**src/rtl/cpu_pkg.sv**
```systemverilog
// Shared CPU constants, instruction field positions and the decoded-field bundle.
// Used by decode and its regfile; the build option REGFILE_BYPASS_EN lives in regfile.
package cpu_pkg;

  localparam int XLEN  = 32;
  localparam int REG_W = 5;
  localparam int NREGS = 32;
  localparam int IMM_W = 17;

  localparam int OP_HI  = 31;
  localparam int OP_LO  = 27;
  localparam int RD_HI  = 26;
  localparam int RD_LO  = 22;
  localparam int RA_HI  = 21;
  localparam int RA_LO  = 17;
  localparam int RB_HI  = 4;
  localparam int RB_LO  = 0;
  localparam int IMM_HI = IMM_W - 1;

  localparam logic [4:0] OP_NOP  = 5'd0;
  localparam logic [4:0] OP_ADD  = 5'd1;
  localparam logic [4:0] OP_ADDI = 5'd2;
  localparam logic [4:0] OP_LD   = 5'd3;
  localparam logic [4:0] OP_ST   = 5'd4;
  localparam logic [4:0] OP_BEQ  = 5'd5;

  typedef struct packed {
    logic [4:0]       opcode;
    logic [REG_W-1:0] rd;
    logic [REG_W-1:0] ra;
    logic [REG_W-1:0] rb;
    logic [XLEN-1:0]  imm;
  } dec_t;

  function automatic dec_t split(input logic [XLEN-1:0] w);
    dec_t d;
    d.opcode = w[OP_HI:OP_LO];
    d.rd     = w[RD_HI:RD_LO];
    d.ra     = w[RA_HI:RA_LO];
    d.rb     = w[RB_HI:RB_LO];
    d.imm    = {{(XLEN-IMM_W){w[IMM_HI]}}, w[IMM_HI:0]};
    return d;
  endfunction

endpackage

```
**src/rtl/decode_if.sv**
```systemverilog
// Decode stage bundle: fetch inputs, execute/writeback feedback, outputs to execute.
// master drives the inputs, slave is the decode stage.
interface decode_if;
  import cpu_pkg::*;

  logic             stall;
  logic             flush;
  logic             bubble_in;
  logic [XLEN-1:0]  pc_in;
  logic [XLEN-1:0]  mem_data;
  logic             ex_is_load;
  logic             ex_bubble;
  logic [REG_W-1:0] ex_rd;
  logic             wb_en;
  logic [REG_W-1:0] wb_addr;
  logic [XLEN-1:0]  wb_data;
  logic             stall_out;
  logic             bubble_out;
  logic [XLEN-1:0]  pc_out;
  logic [4:0]       opcode_out;
  logic [REG_W-1:0] rd_out;
  logic [XLEN-1:0]  ra_val;
  logic [XLEN-1:0]  rb_val;
  logic [XLEN-1:0]  imm_out;

  modport master (
    output stall, flush, bubble_in, pc_in, mem_data,
    output ex_is_load, ex_bubble, ex_rd,
    output wb_en, wb_addr, wb_data,
    input  stall_out, bubble_out, pc_out, opcode_out,
    input  rd_out, ra_val, rb_val, imm_out
  );

  modport slave (
    input  stall, flush, bubble_in, pc_in, mem_data,
    input  ex_is_load, ex_bubble, ex_rd,
    input  wb_en, wb_addr, wb_data,
    output stall_out, bubble_out, pc_out, opcode_out,
    output rd_out, ra_val, rb_val, imm_out
  );

endinterface

```
**src/rtl/decode_regfile.sv**
```systemverilog
// 2R/1W register file, r0 hardwired to zero.
// REGFILE_BYPASS_EN: a read matching the live write returns the write data.
module regfile
  import cpu_pkg::*;
(
  input  logic             clk,
  input  logic             we,
  input  logic [REG_W-1:0] wa,
  input  logic [XLEN-1:0]  wd,
  input  logic [REG_W-1:0] ra_addr,
  input  logic [REG_W-1:0] rb_addr,
  output logic [XLEN-1:0]  ra_data,
  output logic [XLEN-1:0]  rb_data
);

  logic [XLEN-1:0] mem [NREGS];
  logic            wr;

  assign wr = we && (wa != '0);

  always_ff @(posedge clk) begin
    if (wr) mem[wa] <= wd;
  end

`ifdef REGFILE_BYPASS_EN
  always_comb begin
    ra_data = '0;
    rb_data = '0;
    if (ra_addr != '0) ra_data = (wr && wa == ra_addr) ? wd : mem[ra_addr];
    if (rb_addr != '0) rb_data = (wr && wa == rb_addr) ? wd : mem[rb_addr];
  end
`else
  always_comb begin
    ra_data = '0;
    rb_data = '0;
    if (ra_addr != '0) ra_data = mem[ra_addr];
    if (rb_addr != '0) rb_data = mem[rb_addr];
  end
`endif

endmodule

```
**src/rtl/decode.sv**
```systemverilog
// Decode stage: field extraction, regfile read, load-use detection, stall hold.
// Build option REGFILE_BYPASS_EN selects write-through reads in the regfile.
module decode
  import cpu_pkg::*;
(
  input  logic     clk,
  input  logic     rst,
  decode_if.slave  bus
);

  logic            hold_valid;
  logic [XLEN-1:0] ir_hold;
  logic [XLEN-1:0] instr;
  dec_t            f;
  logic            haz;
  logic            stall_all;
  logic [XLEN-1:0] ra_rd;
  logic [XLEN-1:0] rb_rd;

  assign instr = hold_valid ? ir_hold : bus.mem_data;
  assign f     = split(instr);

  assign haz = bus.ex_is_load && !bus.ex_bubble
            && (bus.ex_rd != '0) && !bus.bubble_in
            && ((bus.ex_rd == f.ra) || (bus.ex_rd == f.rb));

  assign stall_all     = bus.stall || haz;
  assign bus.stall_out = stall_all;

  regfile u_rf (
    .clk     (clk),
    .we      (bus.wb_en),
    .wa      (bus.wb_addr),
    .wd      (bus.wb_data),
    .ra_addr (f.ra),
    .rb_addr (f.rb),
    .ra_data (ra_rd),
    .rb_data (rb_rd)
  );

  // memory re-fetches while fetch is stalled, so keep the first word seen
  always_ff @(posedge clk) begin
    if (rst || bus.flush) begin
      hold_valid <= 1'b0;
    end else if (!stall_all) begin
      hold_valid <= 1'b0;
    end else if (!hold_valid && !bus.bubble_in) begin
      hold_valid <= 1'b1;
      ir_hold    <= bus.mem_data;
    end
  end

  always_ff @(posedge clk) begin
    if (rst) begin
      bus.bubble_out <= 1'b1;
      bus.pc_out     <= '0;
      bus.opcode_out <= '0;
      bus.rd_out     <= '0;
      bus.ra_val     <= '0;
      bus.rb_val     <= '0;
      bus.imm_out    <= '0;
    end else if (bus.stall) begin
      bus.bubble_out <= bus.bubble_out;
    end else if (bus.flush || haz) begin
      bus.bubble_out <= 1'b1;
    end else begin
      bus.bubble_out <= bus.bubble_in;
      bus.pc_out     <= bus.pc_in;
      bus.opcode_out <= f.opcode;
      bus.rd_out     <= f.rd;
      bus.ra_val     <= ra_rd;
      bus.rb_val     <= rb_rd;
      bus.imm_out    <= f.imm;
    end
  end

endmodule

```
**src/flat_wrapper.sv**
```systemverilog
// flat-port wrapper written by rule: the top's interface ports become plain ports
module decode_flat import cpu_pkg::*;
  (clk, rst, bus_stall, bus_flush, bus_bubble_in, bus_pc_in, bus_mem_data, bus_ex_is_load, bus_ex_bubble, bus_ex_rd, bus_wb_en, bus_wb_addr, bus_wb_data, bus_stall_out, bus_bubble_out, bus_pc_out, bus_opcode_out, bus_rd_out, bus_ra_val, bus_rb_val, bus_imm_out);
  decode_if bus_i ();
  input  logic clk;
  input  logic rst;
  input wire logic [$bits(bus_i.stall)-1:0] bus_stall;
  input wire logic [$bits(bus_i.flush)-1:0] bus_flush;
  input wire logic [$bits(bus_i.bubble_in)-1:0] bus_bubble_in;
  input wire logic [$bits(bus_i.pc_in)-1:0] bus_pc_in;
  input wire logic [$bits(bus_i.mem_data)-1:0] bus_mem_data;
  input wire logic [$bits(bus_i.ex_is_load)-1:0] bus_ex_is_load;
  input wire logic [$bits(bus_i.ex_bubble)-1:0] bus_ex_bubble;
  input wire logic [$bits(bus_i.ex_rd)-1:0] bus_ex_rd;
  input wire logic [$bits(bus_i.wb_en)-1:0] bus_wb_en;
  input wire logic [$bits(bus_i.wb_addr)-1:0] bus_wb_addr;
  input wire logic [$bits(bus_i.wb_data)-1:0] bus_wb_data;
  output wire logic [$bits(bus_i.stall_out)-1:0] bus_stall_out;
  output wire logic [$bits(bus_i.bubble_out)-1:0] bus_bubble_out;
  output wire logic [$bits(bus_i.pc_out)-1:0] bus_pc_out;
  output wire logic [$bits(bus_i.opcode_out)-1:0] bus_opcode_out;
  output wire logic [$bits(bus_i.rd_out)-1:0] bus_rd_out;
  output wire logic [$bits(bus_i.ra_val)-1:0] bus_ra_val;
  output wire logic [$bits(bus_i.rb_val)-1:0] bus_rb_val;
  output wire logic [$bits(bus_i.imm_out)-1:0] bus_imm_out;
  assign bus_i.stall = bus_stall;
  assign bus_i.flush = bus_flush;
  assign bus_i.bubble_in = bus_bubble_in;
  assign bus_i.pc_in = bus_pc_in;
  assign bus_i.mem_data = bus_mem_data;
  assign bus_i.ex_is_load = bus_ex_is_load;
  assign bus_i.ex_bubble = bus_ex_bubble;
  assign bus_i.ex_rd = bus_ex_rd;
  assign bus_i.wb_en = bus_wb_en;
  assign bus_i.wb_addr = bus_wb_addr;
  assign bus_i.wb_data = bus_wb_data;
  assign bus_stall_out = bus_i.stall_out;
  assign bus_bubble_out = bus_i.bubble_out;
  assign bus_pc_out = bus_i.pc_out;
  assign bus_opcode_out = bus_i.opcode_out;
  assign bus_rd_out = bus_i.rd_out;
  assign bus_ra_val = bus_i.ra_val;
  assign bus_rb_val = bus_i.rb_val;
  assign bus_imm_out = bus_i.imm_out;
  decode u_core (.clk(clk), .rst(rst), .bus(bus_i));
endmodule
```
**config.mk**
```make
export PLATFORM = sky130hd
export DESIGN_NAME = decode_flat
export DESIGN_NICKNAME = d
export VERILOG_FILES = /design/src/rtl/cpu_pkg.sv /design/src/rtl/decode_if.sv /design/src/rtl/decode_regfile.sv /design/src/rtl/decode.sv /design/src/flat_wrapper.sv
export SDC_FILE = /design/constraint.sdc
export NUM_CORES = 2
export LEC_CHECK = 0
export CORE_AREA = 2 2 315 395
export CTS_CLUSTER_DIAMETER = 120
export DETAILED_ROUTE_END_ITERATION = 16
export DIE_AREA = 0 0 317 397
export PLACE_DENSITY = 0.65
export SLEW_MARGIN = 0
export SYNTH_ARGS = -nofsm -noshare
export SYNTH_HDL_FRONTEND = slang
export SYNTH_HIERARCHICAL = 1
export SYNTH_SLANG_ARGS = --single-unit
```
**constraint.sdc**
```tcl
create_clock -name clk -period 5.9 [get_ports clk]
set_input_delay 0.59 -clock clk [delete_from_list [all_inputs] [get_ports clk]]
set_output_delay 0.59 -clock clk [all_outputs]
set_load 0.1 [all_outputs]
```
==> summary by stage <==
Status
The run finished with clean final reports.

Layout
The relative area change from synthesis to final layout is 15.4%. The net count reported at finish is 3548. The layout has ~9.8k filler cells. Cells fill roughly 52% of the core in the end. The post-layout instance area is ~63000 um^2.

The post-route netlist has between 20% and 30% of its cells at a drive strength greater than 1.

Detailed routing
For this block, wires on met1 add up to roughly 65000 um. In the routed layout, each cell is associated on average with a via count of a little under 7. The count of vias placed by the detailed router is between 30k and 40k.

For this run, design rule violations remaining after detail routing come to 0. Routed signal wires occupy layers up through met5. The average wire per standard cell is between 30 and 40 um. The first routing iteration left between 4k and 5k violations. In the detailed route, the total length drawn on met3 is between 20000 and 25000 um. After detailed routing, the met2 layer carries 86400 um of wire. The final layout contains routed wiring with a total length of 180000 um.

The detail route stage leaves a number of antenna-violating nets equal to 0. The count of TritonRoute iterations in the first routing pass is 6.

Synth
The sequential area share after synthesis is a little over three fifths. After synthesis, the netlist uses 52 different library cells. The number of register bits inferred by synthesis is around 1.2k. For this run, the leading register cell type out of synthesis is sky130_fd_sc_hd__edfxtp_1.

Counting flops with an async set or reset pin after synthesis yields a share of 0%. The mapped cell area is 54700 um^2. The count of flip-flops with a built-in enable after synthesis is ~1.1k.

Synthesis produced a netlist whose cell count is about 3.2k. The yosys synthesis warning count is 6. The mean instance size in the synthesized netlist is about 17 um^2.

CTS
The clock tree from TritonCTS is built. For this design, the sink count on the clock tree is between 1k and 1.5k. The CTS clock-pin slew for the worst setup and hold paths is 70 ps.

The clock latency on the worst-skew pair is ~750 ps. The number of buffers inserted to repair setup after CTS is 0. Post-CTS repair changed the size of 0 cells. The total number of H-tree levels is 3. The number of hold buffers added after CTS was 0. The maximum clock path buffer count is 3. The clock root buffer is sky130_fd_sc_hd__clkbuf_16.

Buffers inserted during clock tree synthesis total ~120.

Flow run
The tool flagged a number of max-cap violations equal to 0.

GRT
The via count of the first global-routing pass is approximately 35k. The first global-routing pass estimated roughly 250000 um of wire. Global routing consumed, over all layers together, between 20% and 30% of the routing resources. Entering global routing, the biggest net connects about 100 pins.

Global routing finished with a remaining overflow of 0. The initial antenna violation count is 8.

STA
The worst-case headroom to the max-slew limit is around 11%. The number of max-slew violations in the final report is 0. The transition time of the tightest slew-check pin is 1330 ps. After routing, the total negative slack on setup checks comes to 0 ps. The final number of hold-violating endpoints came to 0. Static timing analysis puts the maximum clock frequency at about 220 MHz. The worst path uses roughly three quarters of the clock period. The clock arrives with 35.2 ps of skew. The final critical delay including setup and external delays is 4450 ps.

The count of final setup violators is 0. Setup repair after global routing left no endpoint under its margin.

Setup path
The delay of the slowest critical-path stage is 850 ps. STA puts the critical path data arrival time at 3860 ps. Counting both buffers and inverters, the worst setup path holds a total of 1.

The slowest stage of the critical path is the sky130_fd_sc_hd__dfxtp_2 cell. Of all nets on the critical path, the largest fanout is 39. The required time of the critical path is approximately 5300 ps. The endpoint type of the worst setup path is an output port.

The critical path is of the register to output port type. The category of the worst setup path launch point is a register. The cell family contributing the most delay on the critical path is simple AND/OR/NAND/NOR gates.

Walking the worst path, the cells encountered are mux2_4, xor2_1, nor4_2, and2_4, or3_1, buf_4.

Place
Input and output buffers added on the ports amount to approximately 250. After detailed placement, the total cell area comes to slightly below 60000 um^2. At the end of routability-driven placement, the weighted congestion stood at 0.842. The half-perimeter wire length of the detailed placement result is 106000 um.

Floorplan
The starting utilization of the core area is between 40% and 50%. The floorplan die area is ~130000 um^2. Row generation in the floorplan step produced around 140 rows.

The area of the core is between 100000 and 150000 um^2. The y dimension of the die is between 300 and 400 um. The die is 317 um wide. The I/O pin count is 254.

Power
The leakage power total is 20.5 nW. Power spread over the standard cell area amounts to slightly above 300 nW/um^2. The largest vdd supply drop is 0.241 mV.

Total power for the finished layout comes to around 20 mW.

Min path
The worst hold path belongs to the class input port to register.
==> cells by family after synthesis <==
family	after synthesis	share of synthesized area (%)
compound gates	624	8.32
mux	768	22.5
xor+xnor	10	0.160
other cells	1	0.00686
flops	1181	62.6
buf+inv	330	3.21
simple gates	327	3.23
==> layout make-up <==
class | count | area (um^2) | share of cell area (%)
diodes | 6 | 15.0 | 0.0238
clock buffers | 148 | 3210 | 5.08
clock inverters | 72 | 787 | 1.25
inverters | 8 | 51.3 | 0.0813
multi-input cells | 1761 | 19200 | 30.5
flip-flops and latches | 1181 | 34200 | 54.2
well taps | 1606 | 2010 | 3.18
repair buffers | 367 | 3590 | 5.69
==> where the power goes <==
group          switching [mW]  internal [mW]  total (mW)
sequential              0.106           9.27        9.38
clock                    3.23           4.50        7.73
combinational            1.56          0.833        2.40
total                    4.90           14.6        19.5
==> registers in the layout, indices dropped and copies added (netlist names) <==
signal,count
u_core/bus.pc_out,32
u_core/bus.opcode_out,5
u_core/hold_valid,1
u_core/bus.imm_out,17
u_core/u_rf/mem,1024
u_core/bus.ra_val,32
u_core/bus.rd_out,5
u_core/ir_hold,32
u_core/bus.bubble_out,1
u_core/bus.rb_val,32
==> worst paths after layout <==
kind	start	to	slack (ps)	depth (start not counted)
max	u_core/hold_valid	bus_stall_out	1450	6
min	bus_pc_in[2]	u_core/bus.pc_out[2]	400	3
max reg2reg	u_core/hold_valid	u_core/bus.rb_val[2]	1550	9
min reg2reg	u_core/bus.ra_val[24]	u_core/bus.ra_val[24]	470	2
==> tightest hold or removal path, delay by kind of cell <==
family,cells,cell delay (ps)
buffers and inverters,1,400
and+or+nand+nor,1,70
AOI/OAI and AO/OA,1,50
==> metrics by stage <==
| step | instances | setup WS, ps | hold WS (ps) |
|---|---|---|---|
| 2_1_floorplan | 3272 | 1390 | 589 |
| 3_3_place_gp | 4923 | 1570 | 454 |
| 3_5_place_dp | 4923 | 1560 | 461 |
| 4_1_cts | 5143 | 1360 | 365 |
| 5_1_grt | 5146 | 1220 | 410 |
| 6_report | 5149 | 1450 | 405 |
==> cells in the final DEF (no fill, tap or decap), drive strengths merged, types with 10 or more instances in the layout <==
cell type      instances
nor2                  45
a311oi                32
dfxtp                125
o221ai                64
buf                  117
a21oi                130
edfxtp              1056
conb                  32
clkbuf               148
mux4                 352
bufinv                15
o31ai                 97
o21ai                 54
mux2                  69
nor2b                 37
a211oi                91
nand2                 86
a221oi                54
o2111ai               10
a31oi                 27
inv                   12
mux2i                347
nand4                128
a22oi                 64
clkdlybuf4s50        250
clkinv                40
clkinvlp              13
==> cells in the mapped netlist (all sizes together) (2+ instances only) <==
master	n	area share (%)
or4	2	0.034
a21oi	130	1.2
nand3	3	0.037
nor2	45	0.31
xor2	5	0.080
nand4	128	1.5
and2	3	0.034
nor2b	37	0.42
and3	2	0.023
a31oi	27	0.31
nand2	86	0.59
dfxtp	125	4.6
inv	8	0.055
clkbuf	159	1.1
or2	2	0.023
edfxtp	1056	58
mux4	352	15
or3b	5	0.080
nand3b	6	0.082
o21ai	54	0.49
a22oi	64	0.88
nor3	2	0.039
buf	163	2.1
a311oi	32	0.51
mux2i	347	6.4
o2111ai	10	0.16
or3	3	0.034
a211oi	91	1.3
a221oi	54	1.0
xnor2	5	0.080
o221ai	64	1.0
mux2	69	1.4
o31ai	97	1.3
==> metal layers <==
metal / vias to the layer above / GRT usage, %
met3: 435 / 7.14
met2: 2335 / 46.0
met4: 4 / 12.0
li1: 14100 / -
met5: - / 0
met1: 18300 / 36.5
Note: power is estimated with default switching activity, not from simulation.
